<file path="src/rtl/div32_seq.sv">
// Iterative restoring divider for RV32M DIV/DIVU/REM/REMU.
// Produces one quotient bit per cycle and returns the RISC-V quotient and remainder.
// Divide-by-zero and signed overflow skip the iteration and finish in one cycle.
module div32_seq #(
  parameter int unsigned XLEN = 32
) (
  input  logic            i_clk,
  input  logic            i_rst_n,
  input  logic            i_start_1,
  input  logic            i_signed_1,
  input  logic [XLEN-1:0] i_dividend_32,
  input  logic [XLEN-1:0] i_divisor_32,
  output logic            o_busy_1,
  output logic            o_done_1,
  output logic [XLEN-1:0] o_quotient_32,
  output logic [XLEN-1:0] o_remainder_32
);

  localparam int unsigned CW = $clog2(XLEN);
  localparam logic [CW-1:0] LAST_ITER = CW'(XLEN - 1);
  localparam logic [XLEN-1:0] MIN_NEG = {1'b1, {(XLEN-1){1'b0}}};

  typedef enum logic [1:0] {
    IDLE = 2'd0,
    CALC = 2'd1,
    DONE = 2'd2
  } stateT;

  stateT           state;
  logic [CW-1:0]   iterCnt;
  logic [XLEN-1:0] dvdReg;   // dividend magnitude, refilled from the LSB with quotient bits
  logic [XLEN-1:0] dvsReg;   // divisor magnitude
  logic [XLEN-1:0] remReg;   // partial remainder
  logic            negQuo;
  logic            negRem;

  logic            dvdNeg;
  logic            dvsNeg;
  logic [XLEN-1:0] dvdAbs;
  logic [XLEN-1:0] dvsAbs;
  logic            divZero;
  logic            sgnOvf;
  logic [XLEN-1:0] remShift;
  logic [XLEN:0]   diff;
  logic            quoBit;
  logic [XLEN-1:0] remNext;
  logic [XLEN-1:0] quoNext;
  logic [XLEN-1:0] quoFinal;
  logic [XLEN-1:0] remFinal;

  // Operand decode at start and one shift-and-subtract step with sign correction
  always_comb begin
    dvdNeg   = i_signed_1 & i_dividend_32[XLEN-1];
    dvsNeg   = i_signed_1 & i_divisor_32[XLEN-1];
    dvdAbs   = dvdNeg ? (XLEN'(0) - i_dividend_32) : i_dividend_32;
    dvsAbs   = dvsNeg ? (XLEN'(0) - i_divisor_32) : i_divisor_32;
    divZero  = (i_divisor_32 == '0);
    sgnOvf   = i_signed_1 & (i_dividend_32 == MIN_NEG) & (i_divisor_32 == '1);
    remShift = {remReg[XLEN-2:0], dvdReg[XLEN-1]};
    diff     = {1'b0, remShift} - {1'b0, dvsReg};
    quoBit   = ~diff[XLEN];
    remNext  = quoBit ? diff[XLEN-1:0] : remShift;
    quoNext  = {dvdReg[XLEN-2:0], quoBit};
    quoFinal = negQuo ? (XLEN'(0) - quoNext) : quoNext;
    remFinal = negRem ? (XLEN'(0) - remNext) : remNext;
  end

  // Control FSM, datapath registers and registered outputs
  always_ff @(posedge i_clk or negedge i_rst_n) begin
    if (!i_rst_n) begin
      state          <= IDLE;
      iterCnt        <= '0;
      dvdReg         <= '0;
      dvsReg         <= '0;
      remReg         <= '0;
      negQuo         <= 1'b0;
      negRem         <= 1'b0;
      o_busy_1       <= 1'b0;
      o_done_1       <= 1'b0;
      o_quotient_32  <= '0;
      o_remainder_32 <= '0;
    end else begin
      case (state)
        IDLE: begin
          o_done_1 <= 1'b0;
          if (i_start_1) begin
            o_busy_1 <= 1'b1;
            if (divZero) begin
              o_quotient_32  <= '1;
              o_remainder_32 <= i_dividend_32;
              o_done_1       <= 1'b1;
              state          <= DONE;
            end else if (sgnOvf) begin
              o_quotient_32  <= MIN_NEG;
              o_remainder_32 <= '0;
              o_done_1       <= 1'b1;
              state          <= DONE;
            end else begin
              dvdReg  <= dvdAbs;
              dvsReg  <= dvsAbs;
              remReg  <= '0;
              iterCnt <= '0;
              negQuo  <= dvdNeg ^ dvsNeg;
              negRem  <= dvdNeg;
              state   <= CALC;
            end
          end
        end
        CALC: begin
          dvdReg  <= quoNext;
          remReg  <= remNext;
          iterCnt <= iterCnt + CW'(1);
          if (iterCnt == LAST_ITER) begin
            o_quotient_32  <= quoFinal;
            o_remainder_32 <= remFinal;
            o_done_1       <= 1'b1;
            state          <= DONE;
          end
        end
        DONE: begin
          o_done_1 <= 1'b0;
          o_busy_1 <= 1'b0;
          state    <= IDLE;
        end
        default: begin
          o_done_1 <= 1'b0;
          o_busy_1 <= 1'b0;
          state    <= IDLE;
        end
      endcase
    end
  end

endmodule

</file>
<file path="config.mk">
export PLATFORM = sky130hd
export DESIGN_NAME = div32_seq
export DESIGN_NICKNAME = d
export VERILOG_FILES = /design/src/rtl/div32_seq.sv
export SDC_FILE = /design/constraint.sdc
export NUM_CORES = 1
export LEC_CHECK = 0
export CAP_MARGIN = 5
export CORE_MARGIN = 2
export CORE_UTILIZATION = 50
export CTS_CLUSTER_DIAMETER = 150
export CTS_CLUSTER_SIZE = 20
export DETAILED_ROUTE_END_ITERATION = 12
export GPL_TIMING_DRIVEN = 0
export PLACE_DENSITY_LB_ADDON = 0.05
export SYNTH_ARGS = -nofsm -noshare
export SYNTH_HDL_FRONTEND = slang
export SYNTH_SLANG_ARGS = --single-unit
</file>
<file path="constraint.sdc">
create_clock -name i_clk -period 5.05 [get_ports i_clk]
set_input_delay 1.515 -clock i_clk [delete_from_list [all_inputs] [get_ports i_clk]]
set_output_delay 1.515 -clock i_clk [all_outputs]
set_load 0.01 [all_outputs]
</file>
## Word-level counts from Yosys, hierarchy flattened

Cells that the tools add are included.

- Equality and inequality tests: 9
- Reduce and logical (&&, ||, !) cells: 8
- Multiplexer cells: 39
- Bitwise logic cells: 9
- Add/subtract/negate cells: 6

Operators by type and width:

| operator | number |
|---|---|
| $mux 32 | 16 |
| $pmux 32 s2 | 3 |
| $sub 1x32->32 const A | 4 |
| $mux 31 | 3 |
| $eq 32x32->1 const B | 2 |
| $pmux 31 s2 | 1 |
| $sub 32x32->33 | 1 |
| $logic_not 32->1 | 1 |
| $mux 5 | 3 |
| $reduce_and 4->1 | 3 |
| $pmux 5 s2 | 1 |
| $mux 2 | 4 |
| $ne 2x2->1 const B | 4 |
| $add 5x1->5 const B | 1 |
| $eq 5x5->1 const B | 1 |
| $mux 1 | 5 |
| $and 1x1->1 | 4 |
| $not 1->1 | 4 |
| $pmux 1 s2 | 2 |
| $pmux 2 s2 | 1 |
| $reduce_and 2->1 | 2 |
| $ne 3x3->1 const B | 1 |
| $eq 2x1->1 const B | 1 |
| $logic_not 2->1 | 1 |
| 2 further kinds | 2 |

- Input bits: 68
- Output and inout port bits: 66
- Bits in registers: 170

## Logic depth before layout (Yosys ltp)

Gate-level depths: netlist (run 1).

- Depth in word-level cells: 7
- Depth in mapped cells: 22
- Depth with buffers taken out: 18

## Worst setup path after synthesis (run 1)

OpenSTA, ideal clock, no wires.

- Kind: reg-to-reg
- From: register dvdReg[31]
- To: register o_remainder_32[28]
- Data required time: 4924 ps
- Setup time: 126 ps
- Period minus slack after synthesis: 4616 ps
- Cell stages (with the launch flop): 23
- Slack: 434 ps
- Arrival time: 4490 ps
- Buffers on the path: 4
- Cells stage by stage: dfrtp_1 inv_1 ha_1 fa_1 nand2b_1 a211o_1 a211oi_2 o211ai_2 nand2_2 buf_2 buf_2 buf_2 buf_2 nand2_1 o21ai_0 ha_1 nand2_1 nor3_1 a41oi_1 nor3_1 nand2_1 and4_1 o32a_1

- Cells in the longest elaborated chain, start to end: 6

Ends and longest elaborated chain:

| what | line | source |
|---|---|---|
| start: declaration | 31 | `logic [XLEN-1:0] dvdReg;` |
| start signal: assignment | 99 | `dvdReg <= dvdAbs;` |
| start signal: assignment | 110 | `dvdReg <= quoNext;` |
| $sub 32x32->33 | 60 | `diff = {1'b0, remShift} - {1'b0, dvsReg};` |
| $mux 32 * | 62 | `remNext = quoBit ? diff[XLEN-1:0] : remShift;` |
| $sub 1x32->32 | 65 | `remFinal = negRem ? (XLEN'(0) - remNext) : remNext;` |
| $mux 32 * | 65 |  |
| $mux 32 * | 113 | `if (iterCnt == LAST_ITER) begin` |
| $pmux 32 s2 * | 83 | `case (state)` |
| end signal: assignment | 90 | `o_remainder_32 <= i_dividend_32;` |
| end signal: assignment | 115 | `o_remainder_32 <= remFinal;` |
| end: declaration | 16 | `output logic [XLEN-1:0] o_remainder_32` |

Mark *: on every way between the ends. The rest lies on a longest branch, timed or not. The select of a mux whose other input is x is not followed.
A chain may end at the register's enable or synchronous reset.

## Worst setup path after layout (run 1)

- From: register dvdReg[31]
- To: register o_remainder_32[16]

Same word-level chain as after synthesis.

==> results.ini, run 1 <==
[final_layout]
synthToLayoutAreaGrowth_pct = 21.2
final_cell_count_no_fill = 2104
drive_above_1_share = 0.0722
post-route-util = 0.611
layout.cells.most_common = sky130_fd_sc_hd__nand2_1
layout.cell_area.non_filler_um2 = 15300
final_net_count = 1869
nFillCells = 2338
mostFrequentLayoutCells = 202 x sky130_fd_sc_hd__nand2_1, 182 x sky130_fd_sc_hd__nor2_1, 171 x sky130_fd_sc_hd__o21ai_0
diodes = 0

[floorplan]
floorplan.die.width_um = 163
fp.coreArea_um2 = 25000
die_area_um2 = 26500
die_height_um = 163
num_rows = 58
start_util = 0.505
boundaryPins = 134

[run_status]
status = completed

[yosys]
seq_area_frac_synth = 0.338
synth.yosys.warnings = 0
synthDistinctLibCells = 90
synth.ff_latch_count = 170
synth-edff-count = 0
synth-main-ff-cell = sky130_fd_sc_hd__dfrtp_1
mappedNetlistArea_um2 = 12600
synthArstFlopShare = 1.00
synthCells = 1601
postSynthAreaPerCell_um2 = 7.87
synthesis.nets = 1709

[worst_setup_path]
worst_path_dominant_cell_family = compound AO/OA/AOI/OAI gates
crit_path_max_incr_delay_ns = 0.43
critical_path_launch_point = dvdReg[31]
critical_path_peak_fanout = 13
crit_slowest_cell = sky130_fd_sc_hd__fa_1
worst-path-buf-inv = 4
cp_startpoint_kind = flop
critPathMostFrequentCell = sky130_fd_sc_hd__nand2_1
critical_path_arrival_ns = 5.31
critical_path.reg2reg.startpoint = dvdReg[31]
critPathCaptureType = flop
timing_worst_setup_path_type = reg2reg
worstPathRequired_ns = 5.38
regToRegSetupSlack_ns = 0.06
timing.critical_path.cells = inv_1 -> ha_1 -> fa_1 -> nand2b_1 -> a211o_4 -> a211oi_4 -> o211ai_4 -> nand2_2 -> buf_4 -> buf_6 -> buf_12 -> nand2_1 -> o21ai_1 -> ha_2 -> nand2_1 -> nor3_1 -> a41oi_2 -> o31ai_2 -> xor2_1 -> a221oi_2 -> nor2_1

[placement]
dp.final_hpwl_um = 35300
postPlaceCellArea_um2 = 14400
place.detailed.instances = 2065
pre_cts_ws_ns = -1.54
io_buf_count = 133
gp_routability_congestion = 0.971

[global_routing]
grt_start_max_net_pins = 108
first_global_vias = 12100
initial_antenna_violation_count = 1
grt_pass1_wl_um = 68200
groute.usage.overall = 0.340
overflow = 0

[min_path]
hold_path.class = reg2reg
hp-start = o_quotient_32[27]

[timing]
skew_ns = 0.0124
timing.final.crit_period_ns = 4.99
final-setup-viol-count = 0
fin_ws_ns = 0.0641
achievable-frequency_mhz = 201
drv_slew = 0
timing.final.crit_share = 0.987
slew_headroom = 0.401
timing_worst_slew_pin_value_ns = 0.887
timing.final.hold_violations = 0
finalHoldWorstSlack_ns = 0.476

[drt]
route.final.wire_length_um = 44800
drtIter0Drc = 1003
firstDrtPassIters = 5
antenna_violating_nets_post_route = 0
wl_per_cell_um = 21.3
drt-vias-per-instance = 6.05
via_total_after_detailed_routing = 12700
drc_errors = 0

[clock_network]
clock_tree.root_cell = sky130_fd_sc_hd__clkbuf_16
cts_hold_repair.buffers = 0
cts_tree = done
ctsLongestPathBuffers = 2
cts_made_buffers = 17
cts.reportedPaths.clkPinSlew_ns = 0.08
worst_skew_pair.late_latency_ns = 0.45
clock_sink_count = 170
htreeDepth = 4

[pwr]
cellPowerDensity_nw_per_um2 = 695
cellLeakagePower_nw = 6.33
worst_ir_drop_vdd_v = 0.000422

[run]
max_cap_viol_count = 0

[power by group]
group	total, mW	internal (mW)	leakage [nW]	switching (mW)
combinational	6.82	2.64	3.93	4.19
clock	1.33	0.662	0.279	0.669
sequential	2.45	1.89	2.12	0.556
total	10.6	5.19	6.33	5.41
[cell usage after synthesis (16+ instances only)]
library cell               instances  area share
sky130_fd_sc_hd__buf_2            16      0.0064
sky130_fd_sc_hd__o31ai_1          21       0.013
sky130_fd_sc_hd__xnor2_1          78       0.054
sky130_fd_sc_hd__nor3_1           30       0.012
sky130_fd_sc_hd__nor2_1          182       0.054
sky130_fd_sc_hd__xor2_1           53       0.037
sky130_fd_sc_hd__nor4_1           25       0.012
sky130_fd_sc_hd__or3_1            26       0.013
sky130_fd_sc_hd__ha_1             39       0.039
sky130_fd_sc_hd__o21ai_0         172       0.068
sky130_fd_sc_hd__dfrtp_1         170        0.34
sky130_fd_sc_hd__mux2i_1          21       0.017
sky130_fd_sc_hd__nand3_1          25      0.0099
sky130_fd_sc_hd__nand2_1         202       0.060
sky130_fd_sc_hd__inv_1            56       0.017
sky130_fd_sc_hd__a21oi_1         147       0.058
sky130_fd_sc_hd__a221oi_1         20       0.014
sky130_fd_sc_hd__clkbuf_1         64       0.019
sky130_fd_sc_hd__nand4_1          16      0.0079
[logic make-up (layout without fill, tap and decap cells)]
kind of cell	Yosys count	count (layout)	share of synthesized area
adders and majority gates	40	40	0.0403
buffers and inverters	149	322	0.0491
muxes	23	23	0.0185
DFF	170	170	0.338
and+or+nand+nor	598	598	0.223
AOI/OAI and AO/OA	490	490	0.241
xor gates and xnor gates	131	131	0.0911
[tightest hold or removal path, stage by stage, from the launching register on]
cell                      delay, ns
sky130_fd_sc_hd__dfrtp_1       0.35
sky130_fd_sc_hd__nand2_1       0.05
sky130_fd_sc_hd__nand2_1       0.05
[area by class of cell]
class | instances | area [um^2] | share of cell area
sequential | 170 | 4250 | 0.279
clock buffer | 18 | 429 | 0.0281
buffer | 86 | 425 | 0.0279
multi-input combinational | 1282 | 7910 | 0.518
timing repair buffer | 147 | 1460 | 0.0957
inverter | 57 | 214 | 0.0140
tap | 330 | 413 | 0.0270
clock inverter | 14 | 155 | 0.0102
[metal layers]
metal / share of wire / track usage
met3: 0.055 / 0.0420
met5: 0.00029 / 0
met4: 0.055 / 0.183
met2: 0.48 / 0.578
met1: 0.41 / 0.420
[repair_timing]
item / CTS / global route
setup endpoints to repair: 168 / 81
resized for setup: 33 / 24
setup buffers: 3 / 10
pin swaps: 4 / 5
[state kept, by name, summed over array words and instances, names as in the netlist]
name / flops
iterCnt: 5
o_busy_1: 1
o_done_1: 1
negRem: 1
dvsReg: 32
dvdReg: 32
o_remainder_32: 32
remReg: 31
o_quotient_32: 32
state: 2
negQuo: 1
[final timing paths]
path | endpoint | cells past startpoint
max in group asynchronous | dvsReg[19] | 2
setup reg to reg | o_remainder_32[16] | 21
min in group asynchronous | o_quotient_32[5] | 1
hold / removal | o_quotient_32[27] | 2
setup / recovery | o_remainder_32[16] | 21
hold reg to reg | o_quotient_32[27] | 2
[per-stage QoR]
step                      power [mW]  setup TNS [ns]
after global placement          8.79         -975.82
final                           10.6               0
after CTS                       10.3         -0.0238
after detailed placement        8.89         -183.16
after floorplan                 6.84               0
after global routing            11.3         -0.0613
Note: power is estimated with default switching activity, not from simulation.
==> run 2, diff against run 1 <==
--- a/config.mk
+++ b/config.mk
@@ -13,6 +13,7 @@
 export DETAILED_ROUTE_END_ITERATION = 12
 export GPL_TIMING_DRIVEN = 0
 export PLACE_DENSITY_LB_ADDON = 0.05
+export SETUP_SLACK_MARGIN = 0.1
 export SYNTH_ARGS = -nofsm -noshare
 export SYNTH_HDL_FRONTEND = slang
 export SYNTH_SLANG_ARGS = --single-unit
==> run 2 against run 1 <==
- fmax grew 3.5%
- final cell count is essentially flat
- routed wire length is essentially flat
- clock power is essentially flat
- highest routed layer unchanged
==> results.ini, run 2 (synthesis gave the netlist of run 1 again) <==
[run_status]
status = completed  ; unchanged

[clock_network]
cts.reportedPaths.clkPinSlew_ns = 0.07  ; was 0.08 ns
ctsLongestPathBuffers = 2  ; unchanged
clock_sink_count = 170  ; unchanged
clock_tree.root_cell = sky130_fd_sc_hd__clkbuf_16  ; unchanged
cts_made_buffers = 17  ; unchanged
worst_skew_pair.late_latency_ns = 0.46  ; was 0.45 ns
cts_tree = done  ; unchanged
htreeDepth = 4  ; unchanged

[final_layout]
layout.cell_area.non_filler_um2 = 15300  ; about the same
synthToLayoutAreaGrowth_pct = 21.5  ; was 21.2%
final_net_count = 1867  ; was 1869
layout.cells.most_common = sky130_fd_sc_hd__nand2_1  ; unchanged
multi_input_area_um2 = 7930  ; was 7910 um^2
nFillCells = 2337  ; was 2338
mostFrequentLayoutCells = 202 x sky130_fd_sc_hd__nand2_1, 182 x sky130_fd_sc_hd__nor2_1, 172 x sky130_fd_sc_hd__o21ai_0  ; was 202 x sky130_fd_sc_hd__nand2_1, 182 x sky130_fd_sc_hd__nor2_1, 171 x sky130_fd_sc_hd__o21ai_0
drive_above_1_share = 0.0739  ; was 0.0722
final_cell_count_no_fill = 2102  ; was 2104
diodes = 0  ; unchanged
seqCellArea_um2 = 4250  ; unchanged
post-route-util = 0.613  ; was 0.611

[floorplan]
boundaryPins = 134  ; unchanged
start_util = 0.505  ; unchanged
die_height_um = 163  ; unchanged
floorplan.die.width_um = 163  ; unchanged
die_area_um2 = 26500  ; unchanged
num_rows = 58  ; unchanged
fp.coreArea_um2 = 25000  ; unchanged

[drt]
antenna_violating_nets_post_route = 0  ; unchanged
firstDrtPassIters = 7  ; was 5
drtIter0Drc = 891  ; was 1003
wl_per_cell_um = 21.3  ; about the same
drc_errors = 0  ; unchanged
drt-vias-per-instance = 6.06  ; was 6.05
via_total_after_detailed_routing = 12700  ; about the same
route.final.wire_length_um = 44800  ; about the same

[timing]
timing.final.hold_violations = 0  ; unchanged
final-setup-viol-count = 0  ; unchanged
timing.final.crit_period_ns = 4.82  ; was 4.99 ns
unrepaired_setup_endpoints_after_global_routing = false
finalHoldWorstSlack_ns = 0.476  ; about the same
timing_worst_slew_pin_value_ns = 0.920  ; was 0.887 ns
achievable-frequency_mhz = 208  ; was 201 MHz
slew_headroom = 0.378  ; was 0.401
timing.final.crit_share = 0.954  ; was 0.987
drv_slew = 0  ; unchanged
skew_ns = 0.0156  ; was 0.0124 ns

[global_routing]
groute.usage.overall = 0.341  ; was 0.340
initial_antenna_violation_count = 1  ; unchanged
grt_pass1_wl_um = 68600  ; was 68200 um
overflow = 0  ; unchanged
first_global_vias = 12200  ; was 12100
grt_start_max_net_pins = 108  ; unchanged

[worst_setup_path]
timing_worst_setup_path_type = in2reg  ; was reg2reg
worstPathRequired_ns = 5.40  ; was 5.38 ns
cp_startpoint_kind = input port  ; was flop
worstRegToRegCells = 17  ; was 21
critPathCaptureType = flop  ; unchanged
critical_path_peak_fanout = 10  ; was 13
critical_path_arrival_ns = 5.17  ; was 5.31 ns

[pwr]
switchingPower_mw = 5.43  ; was 5.41 mW
worst_ir_drop_vdd_v = 0.000420  ; was 0.000422 V
power.switching_fraction = 0.510  ; about the same
power_report.internal_total_mw = 5.21  ; was 5.19 mW
report.power.total_mw = 10.6  ; about the same
sequential_cell_fraction_of_total_power = 0.230  ; was 0.231
p_comb_frac = 0.645  ; was 0.644
cellPowerDensity_nw_per_um2 = 695  ; about the same
cellLeakagePower_nw = 6.33  ; about the same
clkPwrFrac = 0.125  ; about the same

[placement]
postPlaceCellArea_um2 = 14400  ; unchanged
gp_routability_congestion = 0.971  ; unchanged
place.detailed.instances = 2065  ; unchanged
dp.final_hpwl_um = 35300  ; unchanged
io_buf_count = 133  ; unchanged

[run]
max_cap_viol_count = 0  ; unchanged

[min_path]
timing.hold.worst_path_depth = 2  ; unchanged
hold_path.class = reg2reg  ; unchanged

==> run 2: worst max-delay path: stages <==
cell and delay [ns]:
sky130_fd_sc_hd__clkdlybuf4s50_1 0.51, sky130_fd_sc_hd__or4_1 0.66, sky130_fd_sc_hd__nor4_4 0.29, sky130_fd_sc_hd__and4_2 0.38, sky130_fd_sc_hd__nand2_1 0.22, sky130_fd_sc_hd__o21ai_1 0.23, sky130_fd_sc_hd__inv_1 0.09, sky130_fd_sc_hd__nand2_1 0.07
sky130_fd_sc_hd__a21o_1 0.36, sky130_fd_sc_hd__clkbuf_4 0.34, sky130_fd_sc_hd__buf_2 0.32, sky130_fd_sc_hd__nand2_1 0.08, sky130_fd_sc_hd__o21ai_0 0.09
==> run 2: layout make-up <==
class,count,area share
Tap cell,330,0.0270
Inverter,57,0.0140
Clock inverter,14,0.0101
Timing Repair Buffer,144,0.0940
Buffer,87,0.0304
Sequential cell,170,0.278
Multi-Input combinational cell,1282,0.518
Clock buffer,18,0.0280
==> run 2: stage by stage <==
stage	worst slack, ns	setup TNS, ns
2_1_floorplan	0.434	0
3_3_place_gp	-4.67	-975.82
3_5_place_dp	-1.54	-183.16
4_1_cts	0.0669	0
5_1_grt	0.105	0
6_report	0.234	0
==> run 2: final timing paths <==
| check | startpoint | endpoint | slack, ns |
|---|---|---|---|
| max | i_divisor_32[6] | remReg[19] | 0.23 |
| min | o_quotient_32[27] | o_quotient_32[27] | 0.48 |
| max reg2reg | remReg[4] | o_quotient_32[30] | 0.31 |
| min reg2reg | o_quotient_32[27] | o_quotient_32[27] | 0.48 |
| max in group asynchronous | i_rst_n | dvsReg[19] | 3.14 |
| min in group asynchronous | i_rst_n | o_quotient_32[5] | 1.09 |
==> run 2: repair_timing <==
| item | 4_1_cts | 5_1_grt |
|---|---|---|
| setup endpoints to repair | 168 | 102 |
| hold buffers | 0 | 0 |
| buffers inserted | 5 | 5 |
| gates resized for setup | 46 | 23 |
| pin swaps | 6 | 8 |
==> run 2: metal layers <==
metal	vias up	GRT usage	wire [um]
li1	6035	-	-
met1	6079	0.419	18100
met2	509	0.582	21800
met3	117	0.0441	2640
met4	2	0.187	2300
met5	-	0	13
==> run 2: power groups by stage <==
stage,Combinational [mW],Sequential [mW],Clock (mW)
2_1_floorplan,4.53,2.32,0
3_3_place_gp,6.35,2.43,0
3_5_place_dp,6.45,2.44,0
4_1_cts,6.65,2.42,1.34
5_1_grt,7.47,2.50,1.39
6_report,6.86,2.45,1.33
==> run 3, diff against run 2 <==
--- a/config.mk
+++ b/config.mk
@@ -5,7 +5,6 @@
 export SDC_FILE = /design/constraint.sdc
 export NUM_CORES = 1
 export LEC_CHECK = 0
-export CAP_MARGIN = 5
 export CORE_MARGIN = 2
 export CORE_UTILIZATION = 50
 export CTS_CLUSTER_DIAMETER = 150
==> results of run 3 <==
Final layout, timing and power as in run 2 (identical DEF).
